==> src/rtl/multicycle_control_fsm_if.sv <==
// multicycle_control_fsm_if
// Bundles the controller <-> datapath signals of the multicycle MIPS core.
//   op, funct      : instruction fields from the instruction register
//   irq            : external interrupt request (1-cycle pulse is enough)
//   aluControl     : 00 add, 01 sub, 10 and, 11 or
//   aluSrcA/B      : ALU operand selects
//   pcSource       : 00 ALU result, 01 aluOut, 10 jump target
//   PCWrite .. isInterrupted : datapath strobes and selects
//   illegalOp      : unsupported instruction seen in DECODE
//   state          : current controller state code, for debug
// master = the control unit, slave = the datapath.
interface multicycle_control_fsm_if;
  logic [5:0] op;
  logic [5:0] funct;
  logic       irq;
  logic [1:0] aluControl;
  logic       aluSrcA;
  logic [1:0] aluSrcB;
  logic [1:0] pcSource;
  logic       PCWrite;
  logic       isBranch;
  logic       lorD;
  logic       MemWrite;
  logic       IRWrite;
  logic       RegWrite;
  logic       RegDst;
  logic       MemtoReg;
  logic       isInterrupted;
  logic       illegalOp;
  logic [3:0] state;

  modport master (
    input  op, funct, irq,
    output aluControl, aluSrcA, aluSrcB, pcSource, PCWrite, isBranch, lorD,
           MemWrite, IRWrite, RegWrite, RegDst, MemtoReg, isInterrupted,
           illegalOp, state
  );

  modport slave (
    output op, funct, irq,
    input  aluControl, aluSrcA, aluSrcB, pcSource, PCWrite, isBranch, lorD,
           MemWrite, IRWrite, RegWrite, RegDst, MemtoReg, isInterrupted,
           illegalOp, state
  );
endinterface

==> src/rtl/multicycle_control_fsm.sv <==
// multicycle_control_fsm
// Moore-style main control unit of the multicycle MIPS core. Sequences
// fetch / decode / execute / memory / writeback, and inserts a vector-fetch
// cycle (INTR) at an instruction boundary when an interrupt is pending.
// Ports:
//   clk   : single clock, rising-edge
//   reset : asynchronous, active-high; forces IDLE and all outputs low at once
//   bus   : multicycle_control_fsm_if.master (instruction fields, irq in;
//           all datapath strobes/selects and debug state out)
// Parameter:
//   IRQ_ENABLE : 0 ignores irq entirely (pending latch never sets)
module multicycle_control_fsm #(
  parameter bit IRQ_ENABLE = 1'b1
) (
  input  logic                           clk,
  input  logic                           reset,
  multicycle_control_fsm_if.master       bus
);

  localparam logic [3:0] IDLE   = 4'd0;
  localparam logic [3:0] FETCH  = 4'd1;
  localparam logic [3:0] DECODE = 4'd2;
  localparam logic [3:0] MEMADR = 4'd3;
  localparam logic [3:0] MEMRD  = 4'd4;
  localparam logic [3:0] MEMWB  = 4'd5;
  localparam logic [3:0] MEMWR  = 4'd6;
  localparam logic [3:0] EXEC   = 4'd7;
  localparam logic [3:0] ALUWB  = 4'd8;
  localparam logic [3:0] BRANCH = 4'd9;
  localparam logic [3:0] ADDIEX = 4'd10;
  localparam logic [3:0] ADDIWB = 4'd11;
  localparam logic [3:0] JUMP   = 4'd12;
  localparam logic [3:0] INTR   = 4'd13;

  localparam logic [5:0] OP_RTYPE = 6'h00;
  localparam logic [5:0] OP_J     = 6'h02;
  localparam logic [5:0] OP_BEQ   = 6'h04;
  localparam logic [5:0] OP_ADDI  = 6'h08;
  localparam logic [5:0] OP_LW    = 6'h23;
  localparam logic [5:0] OP_SW    = 6'h2B;

  localparam logic [5:0] FN_ADD = 6'h20;
  localparam logic [5:0] FN_SUB = 6'h22;
  localparam logic [5:0] FN_AND = 6'h24;
  localparam logic [5:0] FN_OR  = 6'h25;

  logic [3:0] state_r;
  logic [3:0] nextState_s;
  logic [3:0] endState_s;
  logic       irqPending_r;
  logic       irqReq_s;
  logic       isStore_r;
  logic       rtypeLegal_s;

  assign irqReq_s = IRQ_ENABLE ? bus.irq : 1'b0;

  // A request arriving in the last cycle of an instruction is taken at that
  // same boundary, so the live request is folded in with the latched one.
  assign endState_s = (irqPending_r || irqReq_s) ? INTR : FETCH;

  // Supported R-type function codes.
  always_comb begin
    rtypeLegal_s = 1'b0;
    case (bus.funct)
      FN_ADD, FN_SUB, FN_AND, FN_OR: rtypeLegal_s = 1'b1;
      default:                       rtypeLegal_s = 1'b0;
    endcase
  end

  // Next-state logic.
  always_comb begin
    nextState_s = IDLE;
    case (state_r)
      IDLE:   nextState_s = FETCH;
      FETCH:  nextState_s = DECODE;
      DECODE: begin
        case (bus.op)
          OP_LW, OP_SW: nextState_s = MEMADR;
          OP_RTYPE: begin
            if (rtypeLegal_s) begin
              nextState_s = EXEC;
            end else begin
              nextState_s = endState_s;
            end
          end
          OP_BEQ:  nextState_s = BRANCH;
          OP_ADDI: nextState_s = ADDIEX;
          OP_J:    nextState_s = JUMP;
          default: nextState_s = endState_s;
        endcase
      end
      // lw/sw choice was captured in DECODE; op is not looked at here.
      MEMADR: nextState_s = isStore_r ? MEMWR : MEMRD;
      MEMRD:  nextState_s = MEMWB;
      MEMWB:  nextState_s = endState_s;
      MEMWR:  nextState_s = endState_s;
      EXEC:   nextState_s = ALUWB;
      ALUWB:  nextState_s = endState_s;
      BRANCH: nextState_s = endState_s;
      ADDIEX: nextState_s = ADDIWB;
      ADDIWB: nextState_s = endState_s;
      JUMP:   nextState_s = endState_s;
      INTR:   nextState_s = DECODE;
      default: nextState_s = IDLE;
    endcase
  end

  // State register.
  always_ff @(posedge clk or posedge reset) begin
    if (reset) begin
      state_r <= IDLE;
    end else begin
      state_r <= nextState_s;
    end
  end

  // Captures whether the decoded memory instruction is a store.
  always_ff @(posedge clk or posedge reset) begin
    if (reset) begin
      isStore_r <= 1'b0;
    end else if (state_r == DECODE) begin
      isStore_r <= (bus.op == OP_SW);
    end else begin
      isStore_r <= isStore_r;
    end
  end

  // Pending-interrupt latch. Entering INTR consumes the latched request; a
  // fresh request on that same edge keeps it set. A request that arrived in
  // the final cycle with nothing latched is the one being serviced, so it
  // does not remain pending.
  always_ff @(posedge clk or posedge reset) begin
    if (reset) begin
      irqPending_r <= 1'b0;
    end else if (nextState_s == INTR) begin
      irqPending_r <= irqPending_r & irqReq_s;
    end else if (irqReq_s) begin
      irqPending_r <= 1'b1;
    end else begin
      irqPending_r <= irqPending_r;
    end
  end

  assign bus.state = state_r;

  // Moore output decode; aluControl (EXEC) and illegalOp (DECODE) also look
  // at the instruction fields.
  always_comb begin
    bus.aluControl    = 2'b00;
    bus.aluSrcA       = 1'b0;
    bus.aluSrcB       = 2'b00;
    bus.pcSource      = 2'b00;
    bus.PCWrite       = 1'b0;
    bus.isBranch      = 1'b0;
    bus.lorD          = 1'b0;
    bus.MemWrite      = 1'b0;
    bus.IRWrite       = 1'b0;
    bus.RegWrite      = 1'b0;
    bus.RegDst        = 1'b0;
    bus.MemtoReg      = 1'b0;
    bus.isInterrupted = 1'b0;
    bus.illegalOp     = 1'b0;
    case (state_r)
      FETCH: begin
        bus.aluSrcB = 2'b01;
        bus.IRWrite = 1'b1;
        bus.PCWrite = 1'b1;
      end
      DECODE: begin
        bus.aluSrcB = 2'b11;
        case (bus.op)
          OP_LW, OP_SW, OP_BEQ, OP_ADDI, OP_J: bus.illegalOp = 1'b0;
          OP_RTYPE: bus.illegalOp = ~rtypeLegal_s;
          default:  bus.illegalOp = 1'b1;
        endcase
      end
      MEMADR: begin
        bus.aluSrcA = 1'b1;
        bus.aluSrcB = 2'b10;
      end
      MEMRD: bus.lorD = 1'b1;
      MEMWB: begin
        bus.MemtoReg = 1'b1;
        bus.RegWrite = 1'b1;
      end
      MEMWR: begin
        bus.lorD     = 1'b1;
        bus.MemWrite = 1'b1;
      end
      EXEC: begin
        bus.aluSrcA = 1'b1;
        case (bus.funct)
          FN_ADD:  bus.aluControl = 2'b00;
          FN_SUB:  bus.aluControl = 2'b01;
          FN_AND:  bus.aluControl = 2'b10;
          FN_OR:   bus.aluControl = 2'b11;
          default: bus.aluControl = 2'b00;
        endcase
      end
      ALUWB: begin
        bus.RegDst   = 1'b1;
        bus.RegWrite = 1'b1;
      end
      BRANCH: begin
        bus.aluSrcA    = 1'b1;
        bus.aluControl = 2'b01;
        bus.pcSource   = 2'b01;
        bus.isBranch   = 1'b1;
      end
      ADDIEX: begin
        bus.aluSrcA = 1'b1;
        bus.aluSrcB = 2'b10;
      end
      ADDIWB: bus.RegWrite = 1'b1;
      JUMP: begin
        bus.pcSource = 2'b10;
        bus.PCWrite  = 1'b1;
      end
      // Vector fetch: load IR but leave the PC alone so the real PC survives.
      INTR: begin
        bus.isInterrupted = 1'b1;
        bus.IRWrite       = 1'b1;
      end
      default: bus.aluControl = 2'b00;
    endcase
  end

endmodule

==> src/flat_wrapper.sv <==
// flat-port wrapper written by rule: the top's interface ports become plain ports
module multicycle_control_fsm_flat 
#(
  parameter bit IRQ_ENABLE = 1'b1
)
  (clk, reset, bus_op, bus_funct, bus_irq, bus_aluControl, bus_aluSrcA, bus_aluSrcB, bus_pcSource, bus_PCWrite, bus_isBranch, bus_lorD, bus_MemWrite, bus_IRWrite, bus_RegWrite, bus_RegDst, bus_MemtoReg, bus_isInterrupted, bus_illegalOp, bus_state);
  multicycle_control_fsm_if bus_i ();
  input  logic clk;
  input  logic reset;
  input wire logic [$bits(bus_i.op)-1:0] bus_op;
  input wire logic [$bits(bus_i.funct)-1:0] bus_funct;
  input wire logic [$bits(bus_i.irq)-1:0] bus_irq;
  output wire logic [$bits(bus_i.aluControl)-1:0] bus_aluControl;
  output wire logic [$bits(bus_i.aluSrcA)-1:0] bus_aluSrcA;
  output wire logic [$bits(bus_i.aluSrcB)-1:0] bus_aluSrcB;
  output wire logic [$bits(bus_i.pcSource)-1:0] bus_pcSource;
  output wire logic [$bits(bus_i.PCWrite)-1:0] bus_PCWrite;
  output wire logic [$bits(bus_i.isBranch)-1:0] bus_isBranch;
  output wire logic [$bits(bus_i.lorD)-1:0] bus_lorD;
  output wire logic [$bits(bus_i.MemWrite)-1:0] bus_MemWrite;
  output wire logic [$bits(bus_i.IRWrite)-1:0] bus_IRWrite;
  output wire logic [$bits(bus_i.RegWrite)-1:0] bus_RegWrite;
  output wire logic [$bits(bus_i.RegDst)-1:0] bus_RegDst;
  output wire logic [$bits(bus_i.MemtoReg)-1:0] bus_MemtoReg;
  output wire logic [$bits(bus_i.isInterrupted)-1:0] bus_isInterrupted;
  output wire logic [$bits(bus_i.illegalOp)-1:0] bus_illegalOp;
  output wire logic [$bits(bus_i.state)-1:0] bus_state;
  assign bus_i.op = bus_op;
  assign bus_i.funct = bus_funct;
  assign bus_i.irq = bus_irq;
  assign bus_aluControl = bus_i.aluControl;
  assign bus_aluSrcA = bus_i.aluSrcA;
  assign bus_aluSrcB = bus_i.aluSrcB;
  assign bus_pcSource = bus_i.pcSource;
  assign bus_PCWrite = bus_i.PCWrite;
  assign bus_isBranch = bus_i.isBranch;
  assign bus_lorD = bus_i.lorD;
  assign bus_MemWrite = bus_i.MemWrite;
  assign bus_IRWrite = bus_i.IRWrite;
  assign bus_RegWrite = bus_i.RegWrite;
  assign bus_RegDst = bus_i.RegDst;
  assign bus_MemtoReg = bus_i.MemtoReg;
  assign bus_isInterrupted = bus_i.isInterrupted;
  assign bus_illegalOp = bus_i.illegalOp;
  assign bus_state = bus_i.state;
  multicycle_control_fsm #(.IRQ_ENABLE(IRQ_ENABLE)) u_core (.clk(clk), .reset(reset), .bus(bus_i));
endmodule
==> config.mk <==
export PLATFORM = sky130hd
export DESIGN_NAME = multicycle_control_fsm_flat
export DESIGN_NICKNAME = d
export VERILOG_FILES = /design/src/rtl/multicycle_control_fsm_if.sv /design/src/rtl/multicycle_control_fsm.sv /design/src/flat_wrapper.sv
export SDC_FILE = /design/constraint.sdc
export NUM_CORES = 1
export LEC_CHECK = 0
export BUFFER_PORTS_ARGS = -buffer_cell sky130_fd_sc_hd__buf_2
export CAP_MARGIN = 20
export CORE_UTILIZATION = 42
export DETAILED_ROUTE_END_ITERATION = 8
export MAX_ROUTING_LAYER = met4
export PLACE_DENSITY = 0.75
export SETUP_SLACK_MARGIN = 0.1
export SLEW_MARGIN = 25
export SYNTH_ARGS = -nofsm -noshare
export SYNTH_HDL_FRONTEND = slang
export SYNTH_SLANG_ARGS = --single-unit
==> constraint.sdc <==
create_clock -name clk -period 1.9 [get_ports clk]
set_input_delay 0.095 -clock clk [delete_from_list [all_inputs] [get_ports clk]]
set_output_delay 0.095 -clock clk [all_outputs]
set_load 0.1 [all_outputs]
==> metrics.cfg, run 1 <==
[grt]
grt_antenna_before_repair=0
grt_pass1_wl_um=3950
overflow=0
track_usage_pct=26.3
grt_pass1_vias=885
grt_max_degree=18

[route]
drc=0
via_per_inst=5.90
post_drt_wl_per_cell_um=14.5
via_count=1091
drt-initial-drc-count=30
drt.antenna.violating_nets=0
wirelength_um=2690
dr.pass1.iters=4

[finish]
nets=177
n_fill_cell=118
final_util_pct=82.6
antenna_cells=0
final_cells=185
layout-drive-gt1-share_pct=54.4
seqCellArea_um2=165
multiInputGateArea_um2=802
area_growth_pct=76.6

[placed_design]
dp.cells=179
routabilityCongestion=0.867
numPortBuffers=35
dp_hpwl_um=2000

[yosys]
synth_largest_area_cell=dfrtp_1
syn_area_um2=843
yosysWarnings=0
syn_area_per_cell_um2=7.03
synth_edf_count=0
synth_cells=120
ys_seq_area_share_pct=17.8
synthTopCellsByArea=dfrtp_1 (18%), nor2_1 (6.7%), a21oi_1 (6.5%), o21ai_0 (5.3%), nand2b_1 (4.5%)
ys_seq_elements=6
yosys.area.top_type_share_pct=17.8
syn-num-nets=135
synthDistinctLibCells=41
async_reset_ff_share_pct=100
ys.flop_type=dfrtp_1

[cts]
cts_buffers=3
cts_buffer_depth=2
cts_max_level=1
cts-root-buf=clkbuf_4
tritoncts=yes
insertion_delay_ns=0.25
clock-sinks=6
path_clk_slew_ns=0.05

[setup_path]
cp-start-kind=register
crit_required_ns=2.03
cp-startpoint=u_core.bus.state[3]$_DFF_PP0_
cp_num_cells=6
worstReg2RegStart=u_core.bus.state[3]$_DFF_PP0_
arrival_ns=2.15
cp_max_fo=3
worst_r2r_path_depth=6
crit_family=simple AND/OR/NAND/NOR gates
cp_slowest_stage_delay_ns=0.59
critPathBufInv=0
slowest_stage=or4b_4
criticalPathCategory=register to register
cp-end-kind=register
cp_cell_sequence=or4b_4 -> nor4_4 -> a21oi_2 -> o311ai_2 -> nand4b_1 -> maj3_2

[sta]
setup_viol=2
worst_clock_skew_ns=0.00469
final_max_slew_viol_count=0
worst_slack_ns=-0.118
clock.fmax_mhz=496
hold_viol=0
tightest_slew_ns=0.489
rsz0062_at_grt=true
relSlewSlack_pct=67.6
period_minus_slack_ns=2.02
finalCritPeriodShare_pct=106

[floorplanning]
die_h_um=46.8
row_count=15
ios=36
die_area_um2=2190
die_w_um=46.8
core_area_um2=1800
initial_utilization_pct=46.8

[outcome]
violations=negative setup slack
status=complete, but fails checks

[worst_hold_path]
hp-start=bus_op[3]
hold_depth=3
hold_path.class=input port to register

[run]
cap_violations=0

==> per-stage QoR <==
stage	hold slack (ns)	setup slack [ns]	setup TNS [ns]	area, um2
finish	0.198	-0.118	-0.136	1490
global route	0.213	-0.141	-0.313	1490
CTS	0.192	-0.0565	-0.113	1450
detailed placement	0.0146	-0.0610	-0.0610	1390
global placement	0.00641	-0.00885	-0.00885	1390
floorplan	-0.114	-0.344	-1.79	1050
==> repair_timing <==
item / 4_1_cts / 5_1_grt
hold endpoints to repair: 6 / 0
setup buffers: 2 / 0
setup endpoints to repair: 10 / 8
hold buffers: 1 / 0
resized for setup: 8 / 7
pin swaps: 4 / 1
==> synth_stat cells (3+ instances only) <==
library cell  instances
nand2_1               8
buf_2                 6
nor2b_1               4
dfrtp_1               6
o21bai_1              3
o21ai_0               9
a211oi_1              3
clkbuf_1              4
nor2_1               15
nor3_1                7
a21oi_1              11
nand2b_1              6
==> cell usage in the layout, fill, tap and decap left out, types with 3 or more instances in the layout <==
master	synthesis	routed
a211oi_1	3	3
a21oi_1	11	9
buf_12	0	10
buf_2	6	20
buf_4	1	17
clkbuf_4	0	3
dfrtp_4	0	4
nand2_1	8	6
nand2b_1	6	3
nand2b_4	0	3
nor2_1	15	8
nor2_4	0	5
nor3_1	7	3
nor3_4	0	3
o21ai_0	9	8
o21bai_1	3	3
==> sequential cells by signal, indices dropped and copies added, names as in the netlist <==
signal               cells
u_core.irqPending_r      1
u_core.isStore_r         1
u_core.bus.state         4
==> worst paths after layout <==
path | to | slack (ns)
min in group asynchronous | u_core.irqPending_r$_DFFE_PP0P_ | 0.30
worst max register to register | u_core.irqPending_r$_DFFE_PP0P_ | -0.12
worst min register to register | u_core.isStore_r$_DFFE_PP0P_ | 0.50
max in group asynchronous | u_core.bus.state[0]$_DFF_PP0_ | 1.38
worst min-delay path | u_core.isStore_r$_DFFE_PP0P_ | 0.20
worst max-delay path | u_core.irqPending_r$_DFFE_PP0P_ | -0.12
==> cell type report <==
type | instances | share of cell area [%]
clock buffers | 3 | 1.51
inverters | 2 | 0.504
multi-input cells | 99 | 53.9
flip-flops and latches | 6 | 11.1
well taps | 25 | 2.10
repair buffers | 50 | 30.9
==> tightest hold or removal path: stages <==
cell     delay, ns
buf_2         0.15
nand3_1       0.08
o21ai_0       0.07
==> cell families (layout without fill, tap and decap cells) <==
logic type	Yosys count	in the layout	share of synthesized area [%]
simple gates	55	55	36.2
compound gates	39	39	30.4
buf+inv	15	55	9.79
flops	6	6	17.8
fa+ha+maj	2	2	2.52
xor+xnor	2	2	2.08
mux	1	1	1.19
==> layer usage <==
metal / global-route usage, % / up-vias / routed length (um)
li1: - / 512 / -
met1: 31.7 / 530 / 1100
met2: 45.8 / 44 / 1430
met3: 2.31 / 5 / 121
met4: 8.57 / 0 / 38
met5: - / - / 0
Power of run 1 is left out: the tool's default activity adds up to more than one toggle a clock period on the data nets, which glitch-free logic cannot reach.
==> inputs of run 2 (changes only) <==
--- a/config.mk
+++ b/config.mk
@@ -7,6 +7,7 @@
 export LEC_CHECK = 0
 export BUFFER_PORTS_ARGS = -buffer_cell sky130_fd_sc_hd__buf_2
 export CAP_MARGIN = 20
+export CORE_ASPECT_RATIO = 1.25
 export CORE_UTILIZATION = 42
 export DETAILED_ROUTE_END_ITERATION = 8
 export MAX_ROUTING_LAYER = met4
==> run 2 against run 1 <==
The run still ends with negative setup slack left. Maximum frequency grew 2.4%. Die area about the same. Non-clock buffer count is 4 higher.
==> metrics.cfg, run 2 (same netlist as run 1, synthesis figures left out) <==
[cts]
tritoncts=yes  ; unchanged
cts_buffer_depth=2  ; unchanged
cts_buffers=3  ; unchanged
insertion_delay_ns=0.26  ; was 0.25 ns
cts_max_level=1  ; unchanged
cts-root-buf=clkbuf_4  ; unchanged
path_clk_slew_ns=0.05  ; about the same
clock-sinks=6  ; unchanged

[route]
wl_met1_um=1140  ; was 1100 um
wl_met2_um=1680  ; was 1430 um
via_count=1110  ; was 1091
routed.top_layer=met4  ; unchanged
drc=0  ; unchanged
drt-initial-drc-count=32  ; was 30
drt.antenna.violating_nets=0  ; unchanged
wirelength_um=2930  ; was 2690 um
post_drt_wl_per_cell_um=15.9  ; was 14.5 um
dr.pass1.iters=5  ; was 4
via_per_inst=6.03  ; was 5.90
wl_met3_um=81  ; was 121 um

[sta]
relSlewSlack_pct=67.4  ; was 67.6%
worst_clock_skew_ns=0.00577  ; was 0.00469 ns
finalCritPeriodShare_pct=104  ; was 106%
final_max_slew_viol_count=0  ; unchanged
setup_viol=3  ; was 2
clock.fmax_mhz=508  ; was 496 MHz
hold_viol=0  ; unchanged
rsz0062_at_grt=true  ; unchanged
tightest_slew_ns=0.492  ; was 0.489 ns
period_minus_slack_ns=1.97  ; was 2.02 ns
worst_slack_ns=-0.0697  ; was -0.118 ns

[grt]
grt_max_degree=19  ; was 18
grt_pass1_wl_um=4400  ; was 3950 um
overflow=0  ; unchanged
grt_pass1_vias=1023  ; was 885
grt_antenna_before_repair=0  ; unchanged
track_usage_pct=26.5  ; was 26.3%

[finish]
nets=181  ; was 177
layout-drive-gt1-share_pct=55.2  ; was 54.4%
mostFrequentLayoutCell=buf_2  ; unchanged
final_util_pct=84.7  ; was 82.6%
area_growth_pct=83.7  ; was 76.6%
n_fill_cell=104  ; was 118
multiInputGateArea_um2=811  ; was 802 um2
largest_reg_flops=4  ; unchanged
antenna_cells=0  ; unchanged
seqCellArea_um2=165  ; unchanged
layout_common_cells=buf_2 (19), buf_4 (16), buf_12 (10)  ; was buf_2 (20), buf_4 (17), buf_12 (10)

[setup_path]
cp_slowest_stage_delay_ns=0.59  ; about the same
cp-end-kind=register  ; unchanged
crit_family=simple AND/OR/NAND/NOR gates  ; unchanged
criticalPathCategory=register to register  ; unchanged
arrival_ns=2.11  ; was 2.15 ns
critPathBufInv=0  ; unchanged
slowest_stage=or4b_4  ; unchanged
cp_max_fo=3  ; unchanged
cp_cell_sequence=or4b_4 -> nor4_4 -> a21oi_2 -> o311ai_4 -> nand4b_1 -> maj3_2  ; was or4b_4 -> nor4_4 -> a21oi_2 -> o311ai_2 -> nand4b_1 -> maj3_2
cp-start-kind=register  ; unchanged
crit_required_ns=2.04  ; was 2.03 ns

[floorplanning]
core_area_um2=1830  ; was 1800 um2
ios=36  ; unchanged
die_w_um=42.1  ; was 46.8 um
die_h_um=52.1  ; was 46.8 um
row_count=17  ; was 15
initial_utilization_pct=46.1  ; was 46.8%
die_area_um2=2190  ; about the same

[run]
cap_violations=0  ; unchanged

[outcome]
status=complete, but fails checks  ; unchanged
violations=negative setup slack  ; unchanged

[worst_hold_path]
hold_path.class=input port to register  ; unchanged

[placed_design]
dp_hpwl_um=2100  ; was 2000 um
numPortBuffers=35  ; unchanged
routabilityCongestion=0.832  ; was 0.867

-- run 2: area by class of cell --
cell class / instances / area share, %
multi-input cells: 99 / 52.3
repair buffers: 54 / 33.3
flip-flops and latches: 6 / 10.7
clock buffers: 4 / 1.70
well taps: 19 / 1.53
inverters: 2 / 0.485
-- run 2: through the flow --
step / hold WS, ns / area, um2 / TNS (ns) / setup WS (ns) / instances
after floorplan: -0.114 / 1050 / -1.79 / -0.344 / 120
after global placement: 0.00576 / 1380 / -0.0266 / -0.0266 / 174
after detailed placement: 0.0195 / 1380 / -0.103 / -0.103 / 174
after CTS: 0.210 / 1500 / -0.163 / -0.110 / 181
after global routing: 0.217 / 1550 / -0.377 / -0.122 / 184
final: 0.205 / 1550 / -0.172 / -0.0697 / 184
-- run 2: final timing paths --
kind                                               start                               to  slack [ns]  depth (start not counted)
min                                            bus_op[3]     u_core.isStore_r$_DFFE_PP0P_        0.21                          3
max in group asynchronous                          reset    u_core.bus.state[1]$_DFF_PP0_        1.40                          3
min reg2reg                 u_core.isStore_r$_DFFE_PP0P_     u_core.isStore_r$_DFFE_PP0P_        0.52                          2
max reg2reg                u_core.bus.state[2]$_DFF_PP0_  u_core.irqPending_r$_DFFE_PP0P_       -0.07                          6
min in group asynchronous                          reset    u_core.bus.state[0]$_DFF_PP0_        0.29                          3
max                        u_core.bus.state[2]$_DFF_PP0_  u_core.irqPending_r$_DFFE_PP0P_       -0.07                          6
-- run 2: layer usage --
layer	track usage, %	vias up
met3	1.04	5
met4	9.90	0
met5	-	-
li1	-	531
met1	30.2	542
met2	49.5	32
-- run 2: tightest hold or removal path, stage by stage --
cell and delay, ns:
buf_2 0.15, nand3_1 0.10, o21ai_0 0.07
-- run 2: timing repair --
| item | in CTS | in global routing |
|---|---|---|
| resized for setup | 18 | 7 |
| pin swaps | 4 | 3 |
| setup endpoints to repair | 11 | 10 |
| buffers inserted | 2 | 3 |
| endpoints found under the hold margin | 6 | 0 |
| hold buffers | 1 | 0 |
Power of run 2 is left out for the same reason.
==> inputs of run 3 (changes only) <==
==> constraint.sdc (replaced) <==
create_clock -name clk -period 1.9 [get_ports clk]
set_input_delay 0.285 -clock clk [delete_from_list [all_inputs] [get_ports clk]]
set_output_delay 0.285 -clock clk [all_outputs]
set_load 0.1 [all_outputs]
==> run 3 against run 2 <==
The run still ends with negative setup slack left. Register-to-register slack got worse by 0.04 ns. Core utilization rose by 11 points. Wire length rose by 44%. Final area rose by 13%. Flip-flop and latch count did not move. Critical path depth fell by 2. Critical path type is now register to output port.
==> metrics.cfg, run 3 (same netlist as run 1, synthesis figures left out) <==
[sta]
worst_clock_skew_ns=0.000853  ; was 0.00577 ns
hold_viol=0  ; unchanged
final_max_slew_viol_count=0  ; unchanged
finalCritPeriodShare_pct=108  ; was 104%
clock.fmax_mhz=489  ; was 508 MHz
period_minus_slack_ns=2.05  ; was 1.97 ns
tightest_slew_ns=0.508  ; was 0.492 ns
setup_viol=9  ; was 3
rsz0062_at_grt=true  ; unchanged
relSlewSlack_pct=66.4  ; was 67.4%
worst_slack_ns=-0.145  ; was -0.0697 ns

[grt]
use_met3_pct=2.78  ; was 1.04%
track_usage_pct=33.9  ; was 26.5%
gr-usage-met1_pct=38.0  ; was 30.2%
grt_pass1_vias=1157  ; was 1023
gr-usage-met2_pct=60.2  ; was 49.5%
grt_max_degree=17  ; was 19
overflow=0  ; unchanged
grt_antenna_before_repair=0  ; unchanged
grt_pass1_wl_um=5460  ; was 4400 um
top_usage_layer=met2  ; unchanged

[finish]
nets=187  ; was 181
layout_common_cells=buf_2 (18), buf_12 (18), buf_6 (12)  ; was buf_2 (19), buf_4 (16), buf_12 (10)
largest_reg_flops=4  ; unchanged
antenna_cells=0  ; unchanged
area_growth_pct=108  ; was 83.7%
layout-drive-gt1-share_pct=61.4  ; was 55.2%
final_cells=190  ; was 184

[cts]
cts_max_level=1  ; unchanged
tritoncts=yes  ; unchanged
clock-sinks=6  ; unchanged
path_clk_slew_ns=0.05  ; about the same
cts_buffer_depth=2  ; unchanged
cts_buffers=3  ; unchanged
cts-root-buf=clkbuf_4  ; unchanged
insertion_delay_ns=0.25  ; was 0.26 ns

[worst_hold_path]
hold_depth=2  ; was 3
hold_path.class=input port to register  ; unchanged
hp-start=bus_irq  ; was bus_op[3]
whs_endpoint=u_core.irqPending_r$_DFFE_PP0P_  ; was u_core.isStore_r$_DFFE_PP0P_

[outcome]
violations=negative setup slack  ; unchanged
status=complete, but fails checks  ; unchanged

[placed_design]
routabilityCongestion=0.861  ; was 0.832
dp_hpwl_um=2200  ; was 2100 um
numPortBuffers=35  ; unchanged
dp.cells=177  ; was 174

[floorplanning]
row_count=17  ; unchanged
core_area_um2=1830  ; unchanged
die_w_um=42.1  ; unchanged
ios=36  ; unchanged
initial_utilization_pct=46.1  ; unchanged
die_area_um2=2190  ; unchanged
die_h_um=52.1  ; unchanged

[setup_path]
crit_required_ns=1.62  ; was 2.04 ns
crit_family=simple AND/OR/NAND/NOR gates  ; unchanged
ff2ff_setup_slack_ns=-0.11  ; was -0.07 ns
cp_slowest_stage_delay_ns=0.59  ; about the same
cp_max_fo=4  ; was 3
r2r-end=u_core.irqPending_r$_DFFE_PP0P_  ; unchanged
worstReg2RegStart=u_core.bus.state[0]$_DFF_PP0_  ; was u_core.bus.state[2]$_DFF_PP0_
arrival_ns=1.76  ; was 2.11 ns
cp_cell_sequence=or4b_4 -> buf_6 -> nor2_4 -> buf_12  ; was or4b_4 -> nor4_4 -> a21oi_2 -> o311ai_4 -> nand4b_1 -> maj3_2
worst_r2r_path_depth=6  ; unchanged
cp-start-kind=register  ; unchanged
critPathBufInv=2  ; was 0
slowest_stage=or4b_4  ; unchanged
cp-end-kind=output port  ; was register
criticalPathCategory=register to output port  ; was register to register

[run]
cap_violations=0  ; unchanged

[route]
via_per_inst=6.66  ; was 6.03
drc=0  ; unchanged
via_count=1266  ; was 1110
dr.pass1.iters=5  ; unchanged
drt-initial-drc-count=77  ; was 32
wirelength_um=4230  ; was 2930 um
post_drt_wl_per_cell_um=22.2  ; was 15.9 um
drt.antenna.violating_nets=0  ; unchanged

[run 3: cell types whose count changed in the layout (fill, tap and decap cells not counted), moves of 2 or more]
cell and delta:
buf_12 +8, buf_6 +6, buf_4 -5, nor2_4 +3, a21oi_2 +2, o21ai_0 -2
nor2_2 -2, nand2b_1 -3, o21ai_1 +2, nand2b_4 +3
[run 3: area by class of cell]
cell class / instances / area, um2
multi-input combinational: 99 / 855
timing repair buffer: 60 / 678
sequential: 6 / 165
fill: 43 / 73.8
clock buffer: 4 / 26.3
tap: 19 / 23.8
inverter: 2 / 7.51
[run 3: repair_timing]
| item | 4_1_cts | 5_1_grt |
|---|---|---|
| endpoints found under the setup margin | 16 | 15 |
| gates resized for setup | 25 | 11 |
| pin swaps | 11 | 6 |
| hold endpoints to repair | 6 | 0 |
| buffers inserted | 4 | 5 |
| hold buffers | 1 | 0 |
[run 3: metal layers]
metal | part of all wire (%) | wire, um | up-vias
met5 | 0 | 0 | -
met4 | 5.3 | 223 | 0
met3 | 9.1 | 384 | 30
met2 | 53 | 2230 | 115
met1 | 33 | 1390 | 580
li1 | - | - | 541
[run 3: through the flow]
step | TNS, ns | util [%] | setup slack, ns | instance area [um2] | hold slack [ns]
2_1_floorplan | -3.53 | - | -0.528 | 1080 | 0.0760
3_3_place_gp | -0.0623 | 83.2 | -0.0375 | 1520 | 0.193
3_5_place_dp | -0.187 | 83.2 | -0.105 | 1520 | 0.203
4_1_cts | -0.363 | 92.1 | -0.121 | 1680 | 0.396
5_1_grt | -0.788 | 96.0 | -0.187 | 1760 | 0.440
6_report | -0.510 | 96.0 | -0.145 | 1760 | 0.433
[run 3: how the worst max path moves through the flow]
stage | startpoint | end | slack [ns] | cells past startpoint
after floorplan | u_core.bus.state[0]$_DFF_PP0_ | bus_RegWrite | -0.53 | 4
after global placement | bus_op[3] | bus_illegalOp | -0.04 | 6
after detailed placement | u_core.bus.state[0]$_DFF_PP0_ | u_core.irqPending_r$_DFFE_PP0P_ | -0.11 | 6
after CTS | u_core.bus.state[2]$_DFF_PP0_ | u_core.irqPending_r$_DFFE_PP0P_ | -0.12 | 6
after global routing | u_core.bus.state[0]$_DFF_PP0_ | u_core.irqPending_r$_DFFE_PP0P_ | -0.19 | 6
final | u_core.bus.state[0]$_DFF_PP0_ | bus_illegalOp | -0.15 | 4
Power of run 3 is left out for the same reason.
